--- src/rtl/sseg_scan_ctrl.sv ---
// Time-multiplexed seven-segment scan controller: double-buffered frame, per-digit dwell
// with an inter-digit blanking gap, internal hex decode, registered active-low drives.
module sseg_scan_ctrl #(
    parameter int unsigned NUM_DIGITS   = 8,
    parameter int unsigned DWELL_CYCLES = 100000,
    parameter int unsigned BLANK_CYCLES = 1000
) (
    input  logic                    clk,
    input  logic                    rst,
    input  logic [4*NUM_DIGITS-1:0] din,
    input  logic [NUM_DIGITS-1:0]   dp_in,
    input  logic [NUM_DIGITS-1:0]   en_in,
    input  logic                    load,
    output logic                    pending,
    output logic                    frame_done,
    output logic [NUM_DIGITS-1:0]   an,
    output logic [7:0]              seg
);

    localparam int unsigned MaxCycles = (DWELL_CYCLES > BLANK_CYCLES) ? DWELL_CYCLES
                                                                      : BLANK_CYCLES;
    localparam int unsigned CntW = (MaxCycles > 1) ? $clog2(MaxCycles) : 1;
    localparam int unsigned DigW = (NUM_DIGITS > 1) ? $clog2(NUM_DIGITS) : 1;

    localparam logic [CntW-1:0] BlankLoad = CntW'(BLANK_CYCLES - 1);
    localparam logic [CntW-1:0] DwellLoad = CntW'(DWELL_CYCLES - 1);
    localparam logic [DigW-1:0] LastDigit = DigW'(NUM_DIGITS - 1);

    localparam logic [0:0] StBlank = 1'b0;
    localparam logic [0:0] StDwell = 1'b1;

    logic [0:0]              state_q, state_d;
    logic [CntW-1:0]         cnt_q, cnt_d;
    logic [DigW-1:0]         digit_q, digit_d;
    logic                    boundary;

    logic                    pending_q, pending_d;
    logic [4*NUM_DIGITS-1:0] pend_din_q, pend_din_d;
    logic [NUM_DIGITS-1:0]   pend_dp_q, pend_dp_d;
    logic [NUM_DIGITS-1:0]   pend_en_q, pend_en_d;
    logic [4*NUM_DIGITS-1:0] act_din_q, act_din_d;
    logic [NUM_DIGITS-1:0]   act_dp_q, act_dp_d;
    logic [NUM_DIGITS-1:0]   act_en_q, act_en_d;

    logic                    frame_done_q;
    logic [NUM_DIGITS-1:0]   an_q, an_d;
    logic [7:0]              seg_q, seg_d;
    logic [3:0]              nibble;

    // Active-high segment pattern, AA in bit 7 down to AG in bit 1, DP bit 0 clear.
    function automatic logic [7:0] hex_to_seg(input logic [3:0] nib);
        logic [7:0] pat;
        case (nib)
            4'h0:    pat = 8'hFC;
            4'h1:    pat = 8'h60;
            4'h2:    pat = 8'hDA;
            4'h3:    pat = 8'hF2;
            4'h4:    pat = 8'h66;
            4'h5:    pat = 8'hB6;
            4'h6:    pat = 8'hBE;
            4'h7:    pat = 8'hE0;
            4'h8:    pat = 8'hFE;
            4'h9:    pat = 8'hF6;
            4'hA:    pat = 8'hEE;
            4'hB:    pat = 8'h3E;
            4'hC:    pat = 8'h9C;
            4'hD:    pat = 8'h7A;
            4'hE:    pat = 8'h9E;
            default: pat = 8'h8E;
        endcase
        return pat;
    endfunction

    always_comb begin
        state_d  = state_q;
        cnt_d    = cnt_q - CntW'(1);
        digit_d  = digit_q;
        boundary = 1'b0;
        if (cnt_q == '0) begin
            if (state_q == StBlank) begin
                state_d = StDwell;
                cnt_d   = DwellLoad;
            end else begin
                state_d = StBlank;
                cnt_d   = BlankLoad;
                if (digit_q == LastDigit) begin
                    digit_d  = '0;
                    boundary = 1'b1;
                end else begin
                    digit_d = digit_q + DigW'(1);
                end
            end
        end
    end

    // A load on the boundary cycle bypasses the pending buffer and wins over older data.
    always_comb begin
        pending_d  = pending_q;
        pend_din_d = pend_din_q;
        pend_dp_d  = pend_dp_q;
        pend_en_d  = pend_en_q;
        act_din_d  = act_din_q;
        act_dp_d   = act_dp_q;
        act_en_d   = act_en_q;
        if (boundary) begin
            pending_d = 1'b0;
            if (load) begin
                act_din_d = din;
                act_dp_d  = dp_in;
                act_en_d  = en_in;
            end else if (pending_q) begin
                act_din_d = pend_din_q;
                act_dp_d  = pend_dp_q;
                act_en_d  = pend_en_q;
            end
        end else if (load) begin
            pending_d  = 1'b1;
            pend_din_d = din;
            pend_dp_d  = dp_in;
            pend_en_d  = en_in;
        end
    end

    always_comb begin
        nibble = act_din_q[{digit_q, 2'b00} +: 4];
        an_d   = '1;
        seg_d  = 8'hFF;
        if (state_q == StDwell && act_en_q[digit_q]) begin
            an_d  = ~(NUM_DIGITS'(1) << digit_q);
            seg_d = ~(hex_to_seg(nibble) | {7'b0, act_dp_q[digit_q]});
        end
    end

    always_ff @(posedge clk) begin
        if (rst) begin
            state_q      <= StBlank;
            cnt_q        <= BlankLoad;
            digit_q      <= '0;
            pending_q    <= 1'b0;
            pend_din_q   <= '0;
            pend_dp_q    <= '0;
            pend_en_q    <= '0;
            act_din_q    <= '0;
            act_dp_q     <= '0;
            act_en_q     <= '0;
            frame_done_q <= 1'b0;
            an_q         <= '1;
            seg_q        <= 8'hFF;
        end else begin
            state_q      <= state_d;
            cnt_q        <= cnt_d;
            digit_q      <= digit_d;
            pending_q    <= pending_d;
            pend_din_q   <= pend_din_d;
            pend_dp_q    <= pend_dp_d;
            pend_en_q    <= pend_en_d;
            act_din_q    <= act_din_d;
            act_dp_q     <= act_dp_d;
            act_en_q     <= act_en_d;
            frame_done_q <= boundary;
            an_q         <= an_d;
            seg_q        <= seg_d;
        end
    end

    assign pending    = pending_q;
    assign frame_done = frame_done_q;
    assign an         = an_q;
    assign seg        = seg_q;

endmodule

--- config.mk ---
export PLATFORM = sky130hd
export DESIGN_NAME = sseg_scan_ctrl
export DESIGN_NICKNAME = d
export VERILOG_FILES = /design/src/rtl/sseg_scan_ctrl.sv
export SDC_FILE = /design/constraint.sdc
export NUM_CORES = 1
export LEC_CHECK = 0
export BUFFER_PORTS_ARGS = -buffer_cell sky130_fd_sc_hd__buf_2
export CELL_PAD_IN_SITES_DETAIL_PLACEMENT = 1
export CELL_PAD_IN_SITES_GLOBAL_PLACEMENT = 2
export CORE_MARGIN = 2
export CORE_UTILIZATION = 23
export DETAILED_ROUTE_END_ITERATION = 10
export GPL_TIMING_DRIVEN = 0
export HOLD_SLACK_MARGIN = 0.05
export MAX_ROUTING_LAYER = met4
export PLACE_DENSITY = 0.64
export SETUP_SLACK_MARGIN = 0.05
export SYNTH_ARGS = -nofsm -noshare
export SYNTH_HDL_FRONTEND = slang
export SYNTH_SLANG_ARGS = --single-unit
--- constraint.sdc ---
create_clock -name clk -period 2.54 [get_ports clk]
set_input_delay 0.127 -clock clk [delete_from_list [all_inputs] [get_ports clk]]
set_output_delay 0.127 -clock clk [all_outputs]
set_load 0.1 [all_outputs]
==> results of run 1 <==
-- worst max-delay path: stages (launching register included) --
cell	delay, ns
dfxtp_2	0.32
or4_4	0.55
or4b_4	0.61
buf_8	0.18
o21a_4	0.22
buf_12	0.14
buf_8	0.13
nand2_1	0.07
a21oi_1	0.05
-- metrics by stage --
step	hold WS (ns)	cells	total power, mW
floorplan	0.263	641	2.42
global placement	0.385	1042	2.55
detailed placement	0.390	1042	2.55
CTS	0.327	1126	5.20
global route	0.426	1134	5.34
finish	0.366	1134	5.13
-- per-layer routing --
metal / wire [um] / global-route usage / part of all wire / vias to the layer above
met3: 519 / 0.0262 / 0.029 / 14
met5: 0 / - / 0 / -
li1: - / - / - / 2527
met1: 8950 / 0.183 / 0.51 / 2440
met2: 7940 / 0.203 / 0.45 / 69
met4: 208 / 0.0431 / 0.012 / 0
-- state kept, by name, summed over array words and instances, names as in the netlist --
register	count
state_q	1
frame_done	1
pend_en_q	8
pend_dp_q	8
act_dp_q	8
pending	1
cnt_q	17
act_din_q	32
an	8
digit_q	3
act_en_q	8
pend_din_q	32
seg	8
-- logic make-up (layout without fill, tap and decap cells) --
family / count (synthesis) / after routing / share of synthesized area
simple gates: 231 / 231 / 0.161
flops: 135 / 135 / 0.440
buf+inv: 57 / 215 / 0.0529
mux: 70 / 70 / 0.135
xor+xnor: 13 / 13 / 0.0185
fa+ha+maj: 13 / 13 / 0.0265
compound gates: 122 / 122 / 0.167
-- placed cells by master (no fill, tap or decap), types with 3 or more instances in the layout --
master | Yosys | final
dfxtp_1 | 135 | 132
dfxtp_2 | 0 | 3
bufinv_16 | 0 | 3
a21oi_1 | 53 | 53
dlygate4sd3_1 | 0 | 48
buf_8 | 0 | 3
buf_6 | 12 | 14
o31ai_1 | 3 | 3
nand2b_1 | 4 | 4
o221ai_1 | 5 | 5
xor2_1 | 3 | 3
nor3_4 | 2 | 3
xnor2_1 | 10 | 10
inv_1 | 10 | 9
buf_4 | 4 | 12
mux4_2 | 10 | 10
clkinv_2 | 0 | 4
clkinvlp_4 | 0 | 4
clkbuf_16 | 0 | 17
or2_2 | 3 | 3
ha_1 | 13 | 12
nand2_1 | 123 | 121
nor4_1 | 5 | 5
clkbuf_1 | 25 | 21
clkbuf_2 | 0 | 4
a211oi_1 | 4 | 4
mux2i_1 | 57 | 57
a211oi_2 | 48 | 48
nor2b_1 | 3 | 3
buf_12 | 0 | 3
buf_2 | 5 | 68
nor2_1 | 69 | 69
nor3_1 | 13 | 10
-- what timing repair did --
action,CTS,global route
buffers inserted,5,8
hold buffers,48,0
setup endpoints to repair,125,90
gates resized for setup,25,14
endpoints found under the hold margin,48,0
pin swaps,4,7
-- where the power goes --
part           switching [mW]  total [mW]  leakage, nW  internal (mW)
Clock                   0.996        2.56        0.281           1.56
Combinational           0.213       0.380         1.72          0.168
Sequential             0.0247        2.19         1.10           2.16
-- path summary, 6_finish.rpt --
| path | slack, ns | from | endpoint | cells after the start |
|---|---|---|---|---|
| setup / recovery | 0.13 | cnt_q[7] | pend_din_q[26] | 8 |
| hold / removal | 0.37 | load | pending | 3 |
| setup reg to reg | 0.13 | cnt_q[7] | pend_din_q[26] | 8 |
| hold reg to reg | 0.41 | cnt_q[0] | cnt_q[0] | 1 |
-- layout make-up --
type / count / area [um2] / area share
multi-input cells: 449 / 3180 / 0.387
flip-flops and latches: 135 / 2710 / 0.329
repair buffers: 127 / 933 / 0.114
clock buffers: 19 / 443 / 0.0539
well taps: 335 / 419 / 0.0510
plain buffers: 46 / 343 / 0.0417
clock inverters: 12 / 153 / 0.0186
inverters: 11 / 42.5 / 0.00518
==> results.sh, run 1 <==
export IMPL_outcome="finished, violations left"
export IMPL_violations="design-rule violations"
export IMPL_grt_pass1_wl_mm=28.6
export IMPL_synth_most_common_cell="dfxtp_1"
export IMPL_synth_top_cell_by_area="dfxtp_1"
export IMPL_start_util=0.235
export IMPL_synth_fp_nets=705
export IMPL_rsz0062_at_grt="yes"
export IMPL_antennaDiodeCount=0
export IMPL_ys_top_cells_by_area="dfxtp_1 (44%), a211oi_2 (9.8%), mux2i_1 (9.3%)"
export IMPL_synth_async_reset_ratio=0
export IMPL_die_area_um2=28000
export IMPL_final_area_um2=8220
export IMPL_fin_crit_sh=0.950
export IMPL_hpwl_mm=12.6
export IMPL_drc=3
export IMPL_fmax_mhz=414
export IMPL_ys_ff_latch=135
export IMPL_pin_count=69
export IMPL_netlist_area_um2=6140
export IMPL_cts_buffers=17
export IMPL_peakVddDrop_v=0.000305
export IMPL_drt_iter0_drc=210
export IMPL_routed_wl_mm=17.6
export IMPL_place_congestion=0.727
export IMPL_synthTopCellsByCount="dfxtp_1 (135), nand2_1 (123), nor2_1 (69), mux2i_1 (57), a21oi_1 (53)"
export IMPL_slew_violations=0
export IMPL_nets=851
export IMPL_grt_overflow_total=0
export IMPL_die_x_um=167
export IMPL_synthCells=641
export IMPL_track_usage=0.135
export IMPL_worst_setup_path_end_kind="register"
export IMPL_grt_pass1_vias=5132
export IMPL_drive_gt1_frac=0.272
export IMPL_path_class="register to register"
export IMPL_synth_edf_count=0
export IMPL_seq_area_frac_synth=0.440
export IMPL_htree_num_levels=4
export IMPL_port_buffers=66
export IMPL_slew_headroom=0.377
export IMPL_detail_route_antenna_nets=0
export IMPL_drt_pass1_iterations=7
export IMPL_cts_sinks=135
export IMPL_fin_ws_ns=0.126
export IMPL_crit_path_start_kind="register"
export IMPL_pre_cts_slack_ns=-0.718
export IMPL_synth_cell_types=40
export IMPL_clk_pin_slew_worst_paths_ns=0.06
export IMPL_worstSkewPairLatency_ns=0.43
export IMPL_rows=59
export IMPL_vias_per_cell=4.45
export IMPL_clock_skew_ns=0.00978
export IMPL_grt_max_degree=17
export IMPL_cts_tree="yes"
export IMPL_critPathArrivalTime_ns=2.70
export IMPL_synth_warning_count=0
export IMPL_worst_pin_slew_ns=0.934
export IMPL_postSynthAreaPerCell_um2=9.59
export IMPL_fin_util=0.315
export IMPL_drt_wirelength_per_cell_um=15.5
export IMPL_powerDensity_nw_per_um2=624
export IMPL_cts_path_max_buffers=2
export IMPL_hold_viol=0
export IMPL_worstPathMaxFanout=10
export IMPL_core_area_um2=26100
export IMPL_total_leakage_power_nw=3.10
export IMPL_n_fill_cell=3059
export IMPL_hold_path_class="primary input to register"
export IMPL_antenna_found_initial=0
export IMPL_worst_ep_required_time_ns=2.83
export IMPL_final_setup_tns_ns=0
export IMPL_clockRootBuffer="clkbuf_16"
export IMPL_area_growth_pct=33.8
export IMPL_yosysTopAreaCellShare=0.440
export IMPL_dpl_instance_area_um2=6890
export IMPL_cap_viol_max_count=0
export IMPL_die_h_um=167
export IMPL_synth_main_ff_cell="dfxtp_1"
export IMPL_vias=5050
export IMPL_setup_viol=0
export IMPL_post_route_min_period_ns=2.41
Power figures use the tool's default switching activity.
==> inputs of run 2 (changes only) <==
--- a/config.mk
+++ b/config.mk
@@ -11,6 +11,7 @@
 export CORE_MARGIN = 2
 export CORE_UTILIZATION = 23
 export DETAILED_ROUTE_END_ITERATION = 10
+export GPL_ROUTABILITY_DRIVEN = 0
 export GPL_TIMING_DRIVEN = 0
 export HOLD_SLACK_MARGIN = 0.05
 export MAX_ROUTING_LAYER = met4
==> constraint.sdc (replaced) <==
create_clock -name clk -period 2 [get_ports clk]
set_input_delay 0.1 -clock clk [delete_from_list [all_inputs] [get_ports clk]]
set_output_delay 0.1 -clock clk [all_outputs]
set_load 0.1 [all_outputs]
==> run 2 against run 1 <==
  * The run ends with design-rule violations, negative setup slack left
  * Combinational power increased by 38%
  * Critical path depth unchanged
  * Sequential power increased by 27%
  * Via count increased by 2.6%
  * Register-to-register slack got worse by 0.49 ns
  * Utilization increased by 4.0 points
==> results.sh, run 2 (synthesized netlist as in run 1, its figures left out) <==
export IMPL_drive_gt1_frac=0.414
export IMPL_area_growth_pct=50.6
export IMPL_drt_iter0_drc=214
export IMPL_worst_setup_path_end_kind="register"
export IMPL_drt_wirelength_per_cell_um=16.6
export IMPL_crit_chain="or4_4 -> or4b_4 -> buf_8 -> o21a_4 -> buf_8 -> buf_8 -> nand2_1 -> a21oi_1"
export IMPL_fin_crit_sh=1.18
export IMPL_outcome="finished, violations left"
export IMPL_cts_path_max_buffers=2
export IMPL_grt_overflow_total=0
export IMPL_htree_num_levels=4
export IMPL_core_area_um2=26100
export IMPL_clk_pin_slew_worst_paths_ns=0.06
export IMPL_fin_cells=1166
export IMPL_die_area_um2=28000
export IMPL_slew_violations=0
export IMPL_critPathSlowestCell="or4b_4"
export IMPL_cts_tree="yes"
export IMPL_r2r_end="pend_din_q[30]"
export IMPL_cts_sinks=135
export IMPL_nets=883
export IMPL_detail_route_antenna_nets=0
export IMPL_hpwl_mm=13.0
export IMPL_grt_max_degree=17
export IMPL_path_class="register to register"
export IMPL_layout_commonest_cell="dfxtp_1"
export IMPL_cp_num_buf_inv=3
export IMPL_hold_ws_ns=0.298
export IMPL_highest_layer="met4"
export IMPL_port_buffers=66
export IMPL_setup_viol=126
export IMPL_drc=4
export IMPL_violations="design-rule violations, negative setup slack"
export IMPL_worstHoldStart="rst"
export IMPL_final_area_um2=9250
export IMPL_cts_buffers=17
export IMPL_cap_viol_max_count=0
export IMPL_start_util=0.235
export IMPL_peakVddDrop_v=0.000439
export IMPL_die_x_um=167
export IMPL_hold_path_class="primary input to register"
export IMPL_critPathArrivalTime_ns=2.65
export IMPL_reg2reg_slack_ns=-0.36
export IMPL_rows=59
export IMPL_met3_length_um=424
export IMPL_crit_top_cell="buf_8"
export IMPL_crit_path_start_kind="register"
export IMPL_r2r_start="cnt_q[5]"
export IMPL_drt_pass1_iterations=7
export IMPL_vias_per_cell=4.45
export IMPL_fmax_mhz=423
export IMPL_vias=5183
export IMPL_worstRegToRegCells=8
export IMPL_worstSkewPairLatency_ns=0.43
export IMPL_met1Wirelength_mm=9.50
export IMPL_antennaDiodeCount=0
export IMPL_post_route_min_period_ns=2.36
export IMPL_worst_ep_required_time_ns=2.29
export IMPL_slowest_delay_ns=0.57
export IMPL_layout_common_cells="dfxtp_1 (131), nand2_1 (99), buf_2 (66)"
export IMPL_worst_pin_slew_ns=0.870
export IMPL_holdPathEnd="cnt_q[1]"
export IMPL_n_fill_cell=2945
export IMPL_cp_top_family="simple AND/OR/NAND/NOR gates"
export IMPL_track_usage=0.141
export IMPL_clockRootBuffer="clkbuf_16"
export IMPL_dpl_instance_area_um2=7060
export IMPL_die_h_um=167
export IMPL_top_regs="act_din_q (32), pend_din_q (32), cnt_q (17)"
export IMPL_total_leakage_power_nw=3.53
export IMPL_pin_count=69
export IMPL_slew_headroom=0.420
export IMPL_place_inst=1042
export IMPL_fin_util=0.354
export IMPL_hold_viol=0
export IMPL_grt_pass1_vias=5307
export IMPL_routed_wl_mm=19.4
export IMPL_rsz0062_at_grt="yes"
export IMPL_antenna_found_initial=0
export IMPL_worstPathMaxFanout=10
export IMPL_fin_ws_ns=-0.364
export IMPL_route_met2_wl_mm=9.18
export IMPL_clock_skew_ns=0.00939
export IMPL_hold_path_depth=3
export IMPL_grt_pass1_wl_mm=29.6
export IMPL_powerDensity_nw_per_um2=705
==> run 2: changes by cell type in the layout (fill, tap and decap cells not counted), moves of 6 or more <==
cell / change
buf_8: +10
nand2_1: -22
nor3_1: -6
a21oi_2: +12
buf_4: +15
nor2_2: +14
a21oi_1: -13
nor2_4: +13
nand2_4: +10
nor2_1: -27
nand2_2: +12
==> run 2: worst max path at each step <==
stage                                end  slack [ns]  cells past startpoint  startpoint
after floorplan            act_din_q[10]       -0.22                      6    cnt_q[7]
after global placement            seg[2]       -0.95                      5  digit_q[2]
after detailed placement          seg[2]       -1.07                      5  digit_q[2]
after CTS                 pend_din_q[27]       -0.40                      8    cnt_q[5]
after global routing       act_din_q[13]       -0.43                      7    cnt_q[5]
final                     pend_din_q[30]       -0.36                      8    cnt_q[5]
==> run 2: per-layer routing <==
| layer | vias up | track usage |
|---|---|---|
| met2 | 67 | 0.222 |
| met3 | 18 | 0.0260 |
| met1 | 2516 | 0.185 |
| met4 | 0 | 0.0427 |
| met5 | - | - |
| li1 | 2582 | - |
==> run 2: what timing repair did <==
item | 4_1_cts | 5_1_grt
pin swaps | 28 | 45
cloned | 0 | 4
gates resized for setup | 78 | 100
setup buffers | 28 | 14
endpoints found under the setup margin | 133 | 131
hold buffers | 48 | 0
endpoints found under the hold margin | 48 | 0
==> run 2: through the flow <==
| stage | setup TNS (ns) | power (mW) | setup WS, ns |
|---|---|---|---|
| after CTS | -40.03 | 6.59 | -0.399 |
| after global placement | -62.00 | 3.25 | -0.950 |
| final | -34.52 | 6.52 | -0.364 |
| after detailed placement | -63.51 | 3.25 | -1.07 |
| after global routing | -43.21 | 6.77 | -0.432 |
| after floorplan | -18.95 | 3.08 | -0.222 |
==> run 2: tightest hold or removal path, delay by kind of cell <==
family        cells  cell delay [ns]
buf+inv           1             0.29
simple gates      2             0.29
==> run 2: final cells by class <==
class	count	area [um2]	area share
multi-input cells	449	3730	0.403
flip-flops and latches	135	2710	0.293
plain buffers	45	434	0.0469
clock buffers	18	429	0.0464
repair buffers	160	1320	0.143
clock inverters	13	156	0.0169
inverters	11	52.6	0.00568
well taps	335	419	0.0453
==> run 2: where the power goes <==
| part | switching (mW) | internal, mW | total (mW) |
|---|---|---|---|
| registers | 0.0315 | 2.75 | 2.78 |
| clock network | 1.27 | 1.94 | 3.22 |
| logic | 0.295 | 0.230 | 0.524 |
| total | 1.60 | 4.92 | 6.52 |
==> inputs of run 3 (changes only) <==
--- a/config.mk
+++ b/config.mk
@@ -16,6 +16,7 @@
 export HOLD_SLACK_MARGIN = 0.05
 export MAX_ROUTING_LAYER = met4
 export PLACE_DENSITY = 0.64
+export RECOVER_POWER = 100
 export SETUP_SLACK_MARGIN = 0.05
 export SYNTH_ARGS = -nofsm -noshare
 export SYNTH_HDL_FRONTEND = slang
==> run 3 against run 2 <==
  * Die area did not move
  * The flow still finishes with violations (design-rule violations, negative setup slack)
  * Hold slack better by 0.0025 ns
  * Maximum frequency barely moved
  * Critical path type unchanged
  * Sequential share of layout area up 0.068 points
  * Cell count did not move
  * Sequential cell count unchanged
  * Register-to-register slack hardly changed
  * Global-route usage stayed put
  * Via count hardly changed
==> results.sh, run 3 (synthesized netlist as in run 1, its figures left out) <==
export IMPL_critPathArrivalTime_ns=2.66
export IMPL_worstRegToRegCells=8
export IMPL_setup_viol=126
export IMPL_routed_wl_mm=19.4
export IMPL_hpwl_mm=13.0
export IMPL_track_usage=0.141
export IMPL_cts_buffers=17
export IMPL_slew_headroom=0.214
export IMPL_worstSkewPairLatency_ns=0.43
export IMPL_grt_max_degree=17
export IMPL_final_setup_tns_ns=-34.67
export IMPL_power_frac_comb=0.080
export IMPL_fin_cells=1166
export IMPL_fin_ws_ns=-0.366
export IMPL_detail_route_antenna_nets=0
export IMPL_core_area_um2=26100
export IMPL_grt_pass1_vias=5307
export IMPL_worst_setup_path_end_kind="register"
export IMPL_layout_common_cells="dfxtp_1 (131), nand2_1 (99), mux2i_1 (55)"
export IMPL_fmax_mhz=423
export IMPL_powerDensity_nw_per_um2=706
export IMPL_slew_violations=0
export IMPL_rsz0062_at_grt="yes"
export IMPL_total_power_mw=6.51
export IMPL_drt_pass1_iterations=7
export IMPL_die_x_um=167
export IMPL_drt_iter0_drc=211
export IMPL_antennaDiodeCount=0
export IMPL_worst_pin_slew_ns=1.18
export IMPL_drt_wirelength_per_cell_um=16.6
export IMPL_met1Wirelength_mm=9.50
export IMPL_pin_count=69
export IMPL_n_fill_cell=2948
export IMPL_swShare=0.244
export IMPL_start_util=0.235
export IMPL_dpl_instance_area_um2=7060
export IMPL_layout_commonest_cell="dfxtp_1"
export IMPL_worstHoldStart="rst"
export IMPL_rows=59
export IMPL_port_buffers=66
export IMPL_seq_power_share=0.427
export IMPL_die_h_um=167
export IMPL_fin_crit_sh=1.18
export IMPL_reg2reg_slack_ns=-0.37
export IMPL_nets=883
export IMPL_grt_overflow_total=0
export IMPL_route_met2_wl_mm=9.16
export IMPL_die_area_um2=28000
export IMPL_grt_pass1_wl_mm=29.6
export IMPL_top_regs="act_din_q (32), pend_din_q (32), cnt_q (17)"
export IMPL_path_class="register to register"
export IMPL_hold_path_depth=3
export IMPL_cts_path_max_buffers=2
export IMPL_met3_length_um=441
export IMPL_clk_pin_slew_worst_paths_ns=0.06
export IMPL_drive_gt1_frac=0.394
export IMPL_r2r_start="cnt_q[5]"
export IMPL_clockPowerShare=0.493
export IMPL_antenna_found_initial=0
export IMPL_final_area_um2=9230
export IMPL_violations="design-rule violations, negative setup slack"
export IMPL_drc=4
export IMPL_p_switching_mw=1.59
export IMPL_total_leakage_power_nw=3.51
export IMPL_cap_viol_max_count=0
export IMPL_hold_path_class="primary input to register"
export IMPL_vias_per_cell=4.44
export IMPL_htree_num_levels=4
export IMPL_area_growth_pct=50.2
export IMPL_crit_path_start_kind="register"
export IMPL_cts_sinks=135
export IMPL_cts_tree="yes"
export IMPL_clock_skew_ns=0.00995
export IMPL_clockRootBuffer="clkbuf_16"
export IMPL_place_inst=1042
export IMPL_pre_cts_slack_ns=-1.07
export IMPL_power_internal_mw=4.92
export IMPL_worstPathMaxFanout=10
export IMPL_r2r_end="pend_din_q[27]"
export IMPL_highest_layer="met4"
export IMPL_hold_viol=0
export IMPL_holdPathEnd="cnt_q[1]"
export IMPL_vias=5179
export IMPL_post_route_min_period_ns=2.37
export IMPL_peakVddDrop_v=0.000429
export IMPL_outcome="finished, violations left"
export IMPL_worst_ep_required_time_ns=2.29
run 3: how the worst max path moves through the flow:
stage,startpoint,end
final,cnt_q[5],pend_din_q[27]
after global placement,digit_q[2],seg[2]
after floorplan,cnt_q[7],act_din_q[10]
after detailed placement,digit_q[2],seg[2]
after CTS,cnt_q[5],pend_din_q[27]
after global routing,cnt_q[5],act_din_q[13]
run 3: repair_timing:
item,4_1_cts,5_1_grt
hold buffers,48,0
cloned,0,4
hold endpoints to repair,48,0
setup buffers,28,14
pin swaps,28,45
gates resized for setup,78,100
setup endpoints to repair,133,131
run 3: final cells by class:
| cell class | instances | area [um2] | share of cell area |
|---|---|---|---|
| multi-input cells | 449 | 3730 | 0.404 |
| flip-flops and latches | 135 | 2710 | 0.294 |
| repair buffers | 160 | 1300 | 0.141 |
| plain buffers | 45 | 434 | 0.0470 |
| clock buffers | 18 | 429 | 0.0465 |
| well taps | 335 | 419 | 0.0454 |
| clock inverters | 13 | 156 | 0.0169 |
| inverters | 11 | 52.6 | 0.00569 |
run 3: worst max-delay path, stage by stage (launching register included):
cell,delay [ns]
dfxtp_2,0.32
or4_4,0.54
or4b_4,0.57
buf_8,0.17
o21a_4,0.21
buf_8,0.14
buf_8,0.14
nand2_1,0.07
a21oi_1,0.06
run 3: power groups by stage:
stage	combinational, mW	clock (mW)	sequential [mW]
4_1_cts	0.518	3.29	2.78
3_3_place_gp	0.410	0	2.84
5_1_grt	0.577	3.40	2.78
6_report	0.523	3.21	2.78
2_1_floorplan	0.241	0	2.84
3_5_place_dp	0.414	0	2.84
run 3: routing by layer:
layer,up-vias,global-route usage
li1,2583,-
met1,2513,0.185
met2,64,0.222
met3,19,0.0260
met4,0,0.0427
met5,-,-
run 3: per-stage QoR:
step / hold WS, ns / util
3_3_place_gp: 0.356 / 0.270
4_1_cts: 0.272 / 0.331
6_report: 0.300 / 0.353
2_1_floorplan: 0.236 / -
5_1_grt: 0.336 / 0.353
3_5_place_dp: 0.363 / 0.270
